### src/rtl/csr_unit.sv
// ---------------------------------------------------------------------------
// csr_unit -- LA32 control/status register file (writeback-stage side)
//
// Accepts CSR reads/writes, exception commits and ERTN commits from the
// writeback stage. Provides the exception-entry / ERTN-return targets for the
// fetch redirect and the interrupt-pending flag for decode. Also contains the
// constant-frequency timer (TCFG/TVAL/TICLR) and samples the external
// interrupt lines into ESTAT.IS every cycle.
//
// Ports:
//   clk          core clock
//   reset        asynchronous active-high reset
//   csr_num      CSR address (read and write)
//   csr_we       write strobe, already qualified by writeback valid
//   csr_wmask    per-bit write enable
//   csr_wvalue   write data
//   wb_exc       exception commit
//   wb_ertn      ERTN commit
//   wb_ecode     exception code
//   wb_esubcode  exception subcode
//   wb_pc        PC of the committing instruction
//   wb_vaddr     faulting data address
//   hw_int_in    external hardware interrupt levels
//   ipi_int_in   inter-processor interrupt level
//   csr_rvalue   combinational read data for csr_num
//   ex_entry     exception target (EENTRY)
//   ertn_entry   return target (ERA)
//   has_int      an enabled interrupt is pending
// ---------------------------------------------------------------------------
module csr_unit #(
  parameter logic [31:0] CORE_ID = 32'h0
) (
  input  logic        clk,
  input  logic        reset,
  input  logic [13:0] csr_num,
  input  logic        csr_we,
  input  logic [31:0] csr_wmask,
  input  logic [31:0] csr_wvalue,
  input  logic        wb_exc,
  input  logic        wb_ertn,
  input  logic [5:0]  wb_ecode,
  input  logic [8:0]  wb_esubcode,
  input  logic [31:0] wb_pc,
  input  logic [31:0] wb_vaddr,
  input  logic [7:0]  hw_int_in,
  input  logic        ipi_int_in,
  output logic [31:0] csr_rvalue,
  output logic [31:0] ex_entry,
  output logic [31:0] ertn_entry,
  output logic        has_int
);

  localparam logic [13:0] ADDR_CRMD   = 14'h000;
  localparam logic [13:0] ADDR_PRMD   = 14'h001;
  localparam logic [13:0] ADDR_ECFG   = 14'h004;
  localparam logic [13:0] ADDR_ESTAT  = 14'h005;
  localparam logic [13:0] ADDR_ERA    = 14'h006;
  localparam logic [13:0] ADDR_BADV   = 14'h007;
  localparam logic [13:0] ADDR_EENTRY = 14'h00C;
  localparam logic [13:0] ADDR_SAVE0  = 14'h030;
  localparam logic [13:0] ADDR_SAVE1  = 14'h031;
  localparam logic [13:0] ADDR_SAVE2  = 14'h032;
  localparam logic [13:0] ADDR_SAVE3  = 14'h033;
  localparam logic [13:0] ADDR_TID    = 14'h040;
  localparam logic [13:0] ADDR_TCFG   = 14'h041;
  localparam logic [13:0] ADDR_TVAL   = 14'h042;
  localparam logic [13:0] ADDR_TICLR  = 14'h044;

  localparam logic [5:0]  ECODE_ADEF  = 6'h08;
  localparam logic [5:0]  ECODE_ALE   = 6'h09;

  // Register state
  logic [1:0]  crmd_plv;
  logic        crmd_ie;
  logic [1:0]  prmd_pplv;
  logic        prmd_pie;
  logic [12:0] ecfg_lie;     // bit 10 is reserved and held at 0
  logic [1:0]  is_sw;
  logic [7:0]  is_hw;
  logic        is_timer;
  logic        is_ipi;
  logic [5:0]  estat_ecode;
  logic [8:0]  estat_esubcode;
  logic [31:0] era;
  logic [31:0] badv;
  logic [25:0] eentry_va;
  logic [31:0] save0, save1, save2, save3;
  logic [31:0] tid;
  logic        tcfg_en;
  logic        tcfg_periodic;
  logic [29:0] tcfg_initval;
  logic [31:0] tval;

  // Assembled register views
  logic [31:0] crmd_view;
  logic [31:0] prmd_view;
  logic [31:0] ecfg_view;
  logic [12:0] estat_is;
  logic [31:0] estat_view;
  logic [31:0] eentry_view;
  logic [31:0] tcfg_view;

  assign crmd_view   = {27'b0, 1'b0, 1'b1, crmd_ie, crmd_plv};   // PG=0, DA=1
  assign prmd_view   = {29'b0, prmd_pie, prmd_pplv};
  assign ecfg_view   = {19'b0, ecfg_lie};
  assign estat_is    = {is_ipi, is_timer, 1'b0, is_hw, is_sw};
  assign estat_view  = {1'b0, estat_esubcode, estat_ecode, 3'b0, estat_is};
  assign eentry_view = {eentry_va, 6'b0};
  assign tcfg_view   = {tcfg_initval, tcfg_periodic, tcfg_en};

  // An exception commit suppresses any CSR write in the same cycle.
  logic csr_wr;
  assign csr_wr = csr_we & ~wb_exc;

  logic wr_crmd, wr_prmd, wr_ecfg, wr_estat, wr_era, wr_badv, wr_eentry;
  logic wr_save0, wr_save1, wr_save2, wr_save3, wr_tid, wr_tcfg, wr_ticlr;

  assign wr_crmd   = csr_wr && (csr_num == ADDR_CRMD);
  assign wr_prmd   = csr_wr && (csr_num == ADDR_PRMD);
  assign wr_ecfg   = csr_wr && (csr_num == ADDR_ECFG);
  assign wr_estat  = csr_wr && (csr_num == ADDR_ESTAT);
  assign wr_era    = csr_wr && (csr_num == ADDR_ERA);
  assign wr_badv   = csr_wr && (csr_num == ADDR_BADV);
  assign wr_eentry = csr_wr && (csr_num == ADDR_EENTRY);
  assign wr_save0  = csr_wr && (csr_num == ADDR_SAVE0);
  assign wr_save1  = csr_wr && (csr_num == ADDR_SAVE1);
  assign wr_save2  = csr_wr && (csr_num == ADDR_SAVE2);
  assign wr_save3  = csr_wr && (csr_num == ADDR_SAVE3);
  assign wr_tid    = csr_wr && (csr_num == ADDR_TID);
  assign wr_tcfg   = csr_wr && (csr_num == ADDR_TCFG);
  assign wr_ticlr  = csr_wr && (csr_num == ADDR_TICLR);

  // Masked-merge helper: new = (mask & value) | (~mask & old)
  function automatic logic [31:0] merge(input logic [31:0] mask,
                                        input logic [31:0] value,
                                        input logic [31:0] old);
    return (mask & value) | (~mask & old);
  endfunction

  logic [31:0] crmd_merged, prmd_merged, ecfg_merged, estat_merged;
  logic [31:0] eentry_merged, tcfg_merged;

  assign crmd_merged   = merge(csr_wmask, csr_wvalue, crmd_view);
  assign prmd_merged   = merge(csr_wmask, csr_wvalue, prmd_view);
  assign ecfg_merged   = merge(csr_wmask, csr_wvalue, ecfg_view);
  assign estat_merged  = merge(csr_wmask, csr_wvalue, estat_view);
  assign eentry_merged = merge(csr_wmask, csr_wvalue, eentry_view);
  assign tcfg_merged   = merge(csr_wmask, csr_wvalue, tcfg_view);

  // CRMD / PRMD: exception beats ERTN, ERTN beats a CSR write to CRMD.
  always_ff @(posedge clk or posedge reset) begin
    if (reset) begin
      crmd_plv  <= 2'b0;
      crmd_ie   <= 1'b0;
      prmd_pplv <= 2'b0;
      prmd_pie  <= 1'b0;
    end else begin
      if (wb_exc) begin
        crmd_plv <= 2'b0;
        crmd_ie  <= 1'b0;
      end else if (wb_ertn) begin
        crmd_plv <= prmd_pplv;
        crmd_ie  <= prmd_pie;
      end else if (wr_crmd) begin
        crmd_plv <= crmd_merged[1:0];
        crmd_ie  <= crmd_merged[2];
      end

      if (wb_exc) begin
        prmd_pplv <= crmd_plv;
        prmd_pie  <= crmd_ie;
      end else if (wr_prmd) begin
        prmd_pplv <= prmd_merged[1:0];
        prmd_pie  <= prmd_merged[2];
      end
    end
  end

  // ECFG
  always_ff @(posedge clk or posedge reset) begin
    if (reset) begin
      ecfg_lie <= 13'b0;
    end else if (wr_ecfg) begin
      ecfg_lie <= ecfg_merged[12:0] & 13'h1BFF;
    end
  end

  // Timer events
  logic timer_hit;
  logic ticlr_clr;
  assign timer_hit = tcfg_en && (tval == 32'h0);
  assign ticlr_clr = wr_ticlr && csr_wmask[0] && csr_wvalue[0];

  // ESTAT: interrupt lines sampled every cycle; timer set beats TICLR clear.
  always_ff @(posedge clk or posedge reset) begin
    if (reset) begin
      is_sw          <= 2'b0;
      is_hw          <= 8'b0;
      is_timer       <= 1'b0;
      is_ipi         <= 1'b0;
      estat_ecode    <= 6'b0;
      estat_esubcode <= 9'b0;
    end else begin
      is_hw  <= hw_int_in;
      is_ipi <= ipi_int_in;
      if (wr_estat) begin
        is_sw <= estat_merged[1:0];
      end
      if (timer_hit) begin
        is_timer <= 1'b1;
      end else if (ticlr_clr) begin
        is_timer <= 1'b0;
      end
      if (wb_exc) begin
        estat_ecode    <= wb_ecode;
        estat_esubcode <= wb_esubcode;
      end
    end
  end

  // ERA / BADV / EENTRY / SAVE / TID
  always_ff @(posedge clk or posedge reset) begin
    if (reset) begin
      era       <= 32'b0;
      badv      <= 32'b0;
      eentry_va <= 26'b0;
      save0     <= 32'b0;
      save1     <= 32'b0;
      save2     <= 32'b0;
      save3     <= 32'b0;
      tid       <= CORE_ID;
    end else begin
      if (wb_exc) begin
        era <= wb_pc;
      end else if (wr_era) begin
        era <= merge(csr_wmask, csr_wvalue, era);
      end

      // Only address-type exceptions capture a bad address.
      if (wb_exc) begin
        if (wb_ecode == ECODE_ADEF) begin
          badv <= wb_pc;
        end else if (wb_ecode == ECODE_ALE) begin
          badv <= wb_vaddr;
        end
      end else if (wr_badv) begin
        badv <= merge(csr_wmask, csr_wvalue, badv);
      end

      if (wr_eentry) eentry_va <= eentry_merged[31:6];
      if (wr_save0)  save0 <= merge(csr_wmask, csr_wvalue, save0);
      if (wr_save1)  save1 <= merge(csr_wmask, csr_wvalue, save1);
      if (wr_save2)  save2 <= merge(csr_wmask, csr_wvalue, save2);
      if (wr_save3)  save3 <= merge(csr_wmask, csr_wvalue, save3);
      if (wr_tid)    tid   <= merge(csr_wmask, csr_wvalue, tid);
    end
  end

  // Timer: a TCFG write reloads TVAL and suppresses that cycle's tick.
  // All-ones is the "expired" state of a one-shot timer and never ticks.
  always_ff @(posedge clk or posedge reset) begin
    if (reset) begin
      tcfg_en       <= 1'b0;
      tcfg_periodic <= 1'b0;
      tcfg_initval  <= 30'b0;
      tval          <= 32'hFFFF_FFFF;
    end else if (wr_tcfg) begin
      tcfg_en       <= tcfg_merged[0];
      tcfg_periodic <= tcfg_merged[1];
      tcfg_initval  <= tcfg_merged[31:2];
      tval          <= {tcfg_merged[31:2], 2'b00};
    end else if (tcfg_en && (tval != 32'hFFFF_FFFF)) begin
      if ((tval == 32'h0) && tcfg_periodic) begin
        tval <= {tcfg_initval, 2'b00};
      end else begin
        tval <= tval - 32'h1;
      end
    end
  end

  // Combinational read mux; unmapped addresses and TICLR read 0.
  always_comb begin
    csr_rvalue = 32'h0;
    case (csr_num)
      ADDR_CRMD:   csr_rvalue = crmd_view;
      ADDR_PRMD:   csr_rvalue = prmd_view;
      ADDR_ECFG:   csr_rvalue = ecfg_view;
      ADDR_ESTAT:  csr_rvalue = estat_view;
      ADDR_ERA:    csr_rvalue = era;
      ADDR_BADV:   csr_rvalue = badv;
      ADDR_EENTRY: csr_rvalue = eentry_view;
      ADDR_SAVE0:  csr_rvalue = save0;
      ADDR_SAVE1:  csr_rvalue = save1;
      ADDR_SAVE2:  csr_rvalue = save2;
      ADDR_SAVE3:  csr_rvalue = save3;
      ADDR_TID:    csr_rvalue = tid;
      ADDR_TCFG:   csr_rvalue = tcfg_view;
      ADDR_TVAL:   csr_rvalue = tval;
      default:     csr_rvalue = 32'h0;
    endcase
  end

  assign ex_entry   = eentry_view;
  assign ertn_entry = era;
  assign has_int    = crmd_ie & (|(estat_is & ecfg_lie));

endmodule
### config.mk
export PLATFORM = sky130hd
export DESIGN_NAME = csr_unit
export DESIGN_NICKNAME = d
export VERILOG_FILES = /design/src/rtl/csr_unit.sv
export SDC_FILE = /design/constraint.sdc
export NUM_CORES = 1
export LEC_CHECK = 0
export BUFFER_PORTS_ARGS = -buffer_cell sky130_fd_sc_hd__buf_2
export CAP_MARGIN = 20
export CELL_PAD_IN_SITES_DETAIL_PLACEMENT = 1
export CELL_PAD_IN_SITES_GLOBAL_PLACEMENT = 1
export CORE_MARGIN = 2
export CORE_UTILIZATION = 45
export CTS_BUF_LIST = sky130_fd_sc_hd__clkbuf_16
export CTS_CLUSTER_DIAMETER = 30
export DETAILED_ROUTE_END_ITERATION = 10
export GPL_ROUTABILITY_DRIVEN = 0
export PLACE_DENSITY_LB_ADDON = 0.1
export SYNTH_ARGS = -nofsm -noshare
export SYNTH_HDL_FRONTEND = slang
export SYNTH_SLANG_ARGS = --single-unit
### constraint.sdc
create_clock -name clk -period 17.2 [get_ports clk]
set_input_delay 3.44 -clock clk [delete_from_list [all_inputs] [get_ports clk]]
set_output_delay 3.44 -clock clk [all_outputs]
set_load 0.02 [all_outputs]
# ---- Word level (Yosys, flattened, before mapping)
# Index checks and enable logic that the tools add are counted.
# W data, S select, Z words.
dict set report word_totals {
  out_inout_bits 97
  elab_cells 125
  ff_bits 359
  input_bits 171
}
dict set report classes {
  reduce_logical 29
  n_eq_ne 18
  mux 22
  bitwise 32
  addsub 1
}
# cell n
set ops {}
lappend ops {{$pmux W32 S14} 1}
lappend ops {{$and A32 B32 Y32} 10}
lappend ops {{$mux W32} 9}
lappend ops {{$or A32 B32 Y32} 9}
lappend ops {{$eq A14 B3 Y1 const B} 4}
lappend ops {{$eq A14 B6 Y1 const B} 4}
lappend ops {{$eq A14 B7 Y1 const B} 4}
lappend ops {{$logic_not A32 Y1} 1}
lappend ops {{$ne A32 B32 Y1 const B} 1}
lappend ops {{$not A32 Y32} 1}
lappend ops {{$sub A32 B1 Y32 const B} 1}
lappend ops {{$and A13 B13 Y13} 2}
lappend ops {{$logic_and A1 B1 Y1} 19}
lappend ops {{$eq A14 B1 Y1 const B} 1}
lappend ops {{$eq A14 B4 Y1 const B} 1}
lappend ops {{$logic_not A14 Y1} 1}
lappend ops {{$or A13 B13 Y13} 1}
lappend ops {{$reduce_or A13 Y1} 1}
lappend ops {{$eq A6 B4 Y1 const B} 2}
lappend ops {{$mux W2} 5}
lappend ops {{$reduce_bool A2 Y1} 5}
lappend ops {{$mux W1} 7}
lappend ops {{$and A3 B3 Y3} 2}
lappend ops {{$or A3 B3 Y3} 2}
lappend ops {{other kinds (7)} 8}

# ---- Longest topological paths before layout
dict set report logic_depth {
  ltp_word 7
  depth_mapped 10
  depth_no_buf 8
}

# ---- Least setup slack after synthesis
# OpenSTA, ideal clock, no wires.
dict set report synth_timing {
  kind {input port to output port}
  start {input port csr_num[9]}
  end {output port csr_rvalue[15]}
  cell_stages 7
  slack_ps 8426
  path_buffers 2
  arrival_ps 5334
  required_ps 13760
  cell_sequence {nor4_2 -> nand3_1 -> clkbuf_1 -> nor2_1 -> clkbuf_1 -> a221oi_1 -> o211ai_1}
}
dict set report synth_between {
  elab_chain_cells 2
  word_cells_on_any_way 15
  classes_between {13 x eq/ne; 1 x mux; 1 x reduce/logical}
}
# element line
set synth_rtl {}
lappend synth_rtl {{from (decl)} 35} ;# input logic [13:0] csr_num,
lappend synth_rtl {{$eq A14 B7 Y1, or another cell as far along} 284} ;# case (csr_num)
lappend synth_rtl {{$pmux W32 S14 (*)} 284}
lappend synth_rtl {{to (decl)} 47} ;# output logic [31:0] csr_rvalue,
# Mark *: on every way between the ends. The rest lies on a longest branch, timed or not.

# ---- Worst setup path after layout
dict set report layout_timing {
  start {input port csr_num[9]}
  end {output port csr_rvalue[16]}
}
# Same word-level chain as after synthesis.

==> run_summary.xml <==
<?xml version="1.0" encoding="UTF-8"?>
<metrics>
  <group name="clock_network">
    <metric name="tritoncts" unit="">done</metric>
    <metric name="clock_insertion_delay_worst_skew" unit="ns">0.63</metric>
    <metric name="htree_num_levels" unit="">3</metric>
    <metric name="cts_buffer_depth" unit="">3</metric>
    <metric name="clkSlewWorstSetupHoldPaths" unit="ns">0.04</metric>
    <metric name="numCtsBuffers" unit="">97</metric>
    <metric name="cts_root_buffer" unit="">sky130_fd_sc_hd__clkbuf_16</metric>
    <metric name="cts.repair_timing.setup_buffer_count" unit="">0</metric>
    <metric name="cts_hold_repair.buffers" unit="">0</metric>
    <metric name="cts_resized" unit="">0</metric>
    <metric name="number_of_clock_sinks" unit="">359</metric>
  </group>
  <group name="cells_and_area">
    <metric name="postLayoutCoreUtil" unit="%">57.0</metric>
    <metric name="final_cells" unit="">2976</metric>
    <metric name="post_route_cells_drive_above_1_share" unit="%">31.9</metric>
    <metric name="nFillCells" unit="">4998</metric>
    <metric name="flow.area_growth_from_synthesis" unit="%">25.5</metric>
    <metric name="finish.net_count" unit="">2473</metric>
  </group>
  <group name="power">
    <metric name="powerDensity" unit="nW/um^2">116</metric>
    <metric name="ir_worst_vdd" unit="uV">97.2</metric>
    <metric name="leakagePower" unit="nW">11.6</metric>
    <metric name="power" unit="mW">2.91</metric>
  </group>
  <group name="floorplanning">
    <metric name="die_height" unit="um">215</metric>
    <metric name="initial_core_util" unit="%">45.4</metric>
    <metric name="coreArea" unit="sq um">44100</metric>
    <metric name="die_area" unit="sq um">46200</metric>
    <metric name="die_w" unit="um">215</metric>
    <metric name="io-pin-count" unit="">268</metric>
    <metric name="rows" unit="">77</metric>
  </group>
  <group name="synthesis">
    <metric name="netlist_instances" unit="">2077</metric>
    <metric name="syn_area" unit="sq um">20000</metric>
    <metric name="synth_area_per_cell" unit="sq um">9.65</metric>
    <metric name="synth-seq-cells" unit="">359</metric>
    <metric name="synth_edf_count" unit="">0</metric>
    <metric name="netlist.top_cell.by_area" unit="">sky130_fd_sc_hd__dfrtp_1</metric>
    <metric name="ys.flop_type" unit="">sky130_fd_sc_hd__dfrtp_1</metric>
    <metric name="ys_warnings" unit="">0</metric>
    <metric name="synth_top_area_share" unit="%">40.8</metric>
    <metric name="yosysSeqAreaShare" unit="%">45.0</metric>
    <metric name="cell_types_occupying_the_most_area_after_synthesis" unit="">sky130_fd_sc_hd__dfrtp_1 (41%), sky130_fd_sc_hd__mux2_2 (13%), sky130_fd_sc_hd__nand2_1 (7.3%)</metric>
    <metric name="synth.lib_cells_used.distinct" unit="">79</metric>
    <metric name="synth-async-reset-ratio" unit="%">100</metric>
  </group>
  <group name="sta">
    <metric name="clock-skew-final" unit="ns">0.0157</metric>
    <metric name="totalNegativeSetupSlack" unit="ns">0</metric>
    <metric name="finalSetupViolations" unit="">0</metric>
    <metric name="timing_worst_slew_pin_value" unit="ns">1.23</metric>
    <metric name="number_of_hold_slack_violations_in_the_final_timing_report" unit="">0</metric>
    <metric name="maxSlewHeadroom" unit="%">18.0</metric>
    <metric name="final-max-slew-violation-count" unit="">0</metric>
    <metric name="maxClockFrequency" unit="GHz">0.0925</metric>
    <metric name="period_share" unit="%">62.9</metric>
    <metric name="setup_repair_after_global_routing_missed_its_margin" unit="">false</metric>
    <metric name="timing.final.crit_period" unit="ns">10.81</metric>
  </group>
  <group name="placement">
    <metric name="placed_cells_incl_taps" unit="">2792</metric>
    <metric name="hpwlAfterDp" unit="mm">57.3</metric>
    <metric name="place.port_buffers" unit="">261</metric>
  </group>
  <group name="setup_path">
    <metric name="critical-path-top-delay-family" unit="">simple AND/OR/NAND/NOR gates</metric>
    <metric name="timing.reg2reg.worst_path_depth" unit="">6</metric>
    <metric name="critical_path.startpoint" unit="">csr_num[9]</metric>
    <metric name="data_arrival_time_of_the_critical_path" unit="ns">7.37</metric>
    <metric name="ff2ff_setup_slack" unit="ns">14.14</metric>
    <metric name="rr_startpoint" unit="">tval[15]</metric>
    <metric name="crit_path_end" unit="">csr_rvalue[16]</metric>
    <metric name="startpoint_type_of_the_worst_setup_path" unit="">input pin</metric>
    <metric name="critical_path.slowest_cell" unit="">sky130_fd_sc_hd__nor2_1</metric>
    <metric name="critical_path.max_fanout" unit="">14</metric>
    <metric name="cp.buffers_inverters" unit="">3</metric>
    <metric name="end_kind" unit="">primary output</metric>
    <metric name="reg2reg_to" unit="">tval[19]</metric>
    <metric name="timing.critical_path.cells" unit="">buf_2 -&gt; nor4_2 -&gt; nand3_1 -&gt; nor2_1 -&gt; buf_4 -&gt; a22o_1 -&gt; a221oi_1 -&gt; nand3_1 -&gt; buf_2</metric>
    <metric name="cp_slowest_stage_delay" unit="ns">1.13</metric>
    <metric name="crit_required" unit="ns">13.76</metric>
    <metric name="worstSetupPathDepth" unit="">9</metric>
    <metric name="worstSetupPathType" unit="">input pin to primary output</metric>
  </group>
  <group name="detailed_routing">
    <metric name="dr.first_iter.drc_count" unit="">1977</metric>
    <metric name="post_drt_antenna_nets" unit="">0</metric>
    <metric name="finalWirelength" unit="mm">88.0</metric>
    <metric name="remaining_drc_errors" unit="">0</metric>
    <metric name="dr.pass1.iters" unit="">7</metric>
    <metric name="vias" unit="">19241</metric>
    <metric name="via_per_inst" unit="">6.47</metric>
    <metric name="route.detailed.wl_per_inst" unit="um">29.6</metric>
  </group>
  <group name="flow_run">
    <metric name="timing.max_cap.violations" unit="">0</metric>
  </group>
  <group name="global_routing">
    <metric name="overflow_left_after_global_routing" unit="">0</metric>
    <metric name="first_pass_grt_wire_length" unit="mm">132</metric>
    <metric name="grt_pass1_vias" unit="">20519</metric>
    <metric name="maximum_number_of_pins_on_one_net_before_global_route_repair" unit="">169</metric>
    <metric name="antenna_violations_before_repair" unit="">2</metric>
    <metric name="groute.usage.overall" unit="%">37.8</metric>
  </group>
  <group name="status">
    <metric name="status" unit="">complete, no violations</metric>
  </group>
  <group name="worst_hold_path">
    <metric name="hold_path_class" unit="">flop to flop</metric>
  </group>
</metrics>
per-layer routing:
layer | track usage [%] | vias up | part of all wire (%)
met5 | 0 | - | 0.026
met4 | 18.2 | 4 | 4.7
met3 | 8.56 | 250 | 8.7
met2 | 60.1 | 994 | 46
met1 | 48.9 | 9938 | 41
li1 | - | 8055 | -
cells in the mapped netlist, types with 4 or more instances:
library cell,instances
sky130_fd_sc_hd__a32oi_1,9
sky130_fd_sc_hd__a222oi_1,13
sky130_fd_sc_hd__a211oi_1,8
sky130_fd_sc_hd__dfstp_2,32
sky130_fd_sc_hd__a32o_1,15
sky130_fd_sc_hd__a22o_1,22
sky130_fd_sc_hd__nor2b_1,9
sky130_fd_sc_hd__nand2_1,390
sky130_fd_sc_hd__or3_1,15
sky130_fd_sc_hd__a221oi_1,23
sky130_fd_sc_hd__nand4_1,18
sky130_fd_sc_hd__and2_1,6
sky130_fd_sc_hd__nor2_1,72
sky130_fd_sc_hd__dfrtp_1,327
sky130_fd_sc_hd__nand3_1,74
sky130_fd_sc_hd__buf_2,27
sky130_fd_sc_hd__inv_1,12
sky130_fd_sc_hd__or4_1,10
sky130_fd_sc_hd__o22ai_1,38
sky130_fd_sc_hd__buf_1,33
sky130_fd_sc_hd__o2bb2ai_1,9
sky130_fd_sc_hd__nor4_2,4
sky130_fd_sc_hd__a21oi_1,79
sky130_fd_sc_hd__a22oi_1,67
sky130_fd_sc_hd__nor3_1,34
sky130_fd_sc_hd__o221ai_1,7
sky130_fd_sc_hd__clkbuf_1,112
sky130_fd_sc_hd__nand2b_1,35
sky130_fd_sc_hd__and3_1,10
sky130_fd_sc_hd__nor4_1,10
sky130_fd_sc_hd__o21ai_1,46
sky130_fd_sc_hd__mux2i_1,82
sky130_fd_sc_hd__o21ai_0,90
sky130_fd_sc_hd__buf_6,4
sky130_fd_sc_hd__mux2_1,18
sky130_fd_sc_hd__o211ai_1,10
sky130_fd_sc_hd__a31oi_1,7
sky130_fd_sc_hd__mux2_2,229
sky130_fd_sc_hd__buf_4,7
cell usage in the layout (no fill, tap or decap), drive strengths merged, types with 38 or more instances in the layout:
master	netlist	final
nand2	392	392
dfrtp	327	327
buf	71	303
mux2	247	247
o21ai	136	136
clkbuf	113	101
mux2i	82	82
a21oi	79	79
nand3	76	76
nor2	72	72
a22oi	67	67
clkinv	1	41
o22ai	38	38
nor3	38	38
kinds of logic (layout without fill, tap and decap cells):
| logic type | count (synthesis) | in the layout | share of synthesized area, % |
|---|---|---|---|
| other | 1 | 8 | 0.0187 |
| muxes | 332 | 332 | 18.3 |
| adders and majority gates | 2 | 2 | 0.125 |
| buffers and inverters | 197 | 497 | 4.14 |
| AOI/OAI and AO/OA | 467 | 467 | 15.5 |
| DFF | 359 | 359 | 45.0 |
| and+or+nand+nor | 719 | 719 | 16.9 |
layout make-up:
class	instances	area, sq um	share of cell area, %
inverter	13	56.3	0.224
tap	592	741	2.94
multi-input combinational	1526	10300	41.0
clock inverter	80	830	3.30
clock buffer	101	2530	10.0
sequential	359	9020	35.9
antenna	2	5.00	0.0199
timing repair buffer	303	1660	6.59
worst min-delay path by stage:
stage	slack, ns	to	cells past startpoint
2_1_floorplan	0.46	tcfg_initval[5]	2
3_3_place_gp	0.47	flop	1
3_5_place_dp	0.48	flop	1
4_1_cts	0.49	flop	1
5_1_grt	0.51	flop	1
6_report	0.49	flop	1
report_power, final:
part / switching (mW) / internal (mW)
Combinational: 0.108 / 0.0474
Clock: 0.560 / 1.31
Sequential: 0.0187 / 0.865
metrics by stage:
step | hold slack, ns | worst slack, ns | cell area, sq um
global placement | 0.473 | 6.77 | 21800
floorplan | 0.460 | 3.85 | 20100
finish | 0.492 | 6.39 | 25200
global route | 0.510 | 6.42 | 25200
CTS | 0.494 | 6.62 | 25100
detailed placement | 0.484 | 6.69 | 21800
Note: power is estimated with default switching activity, not from simulation.
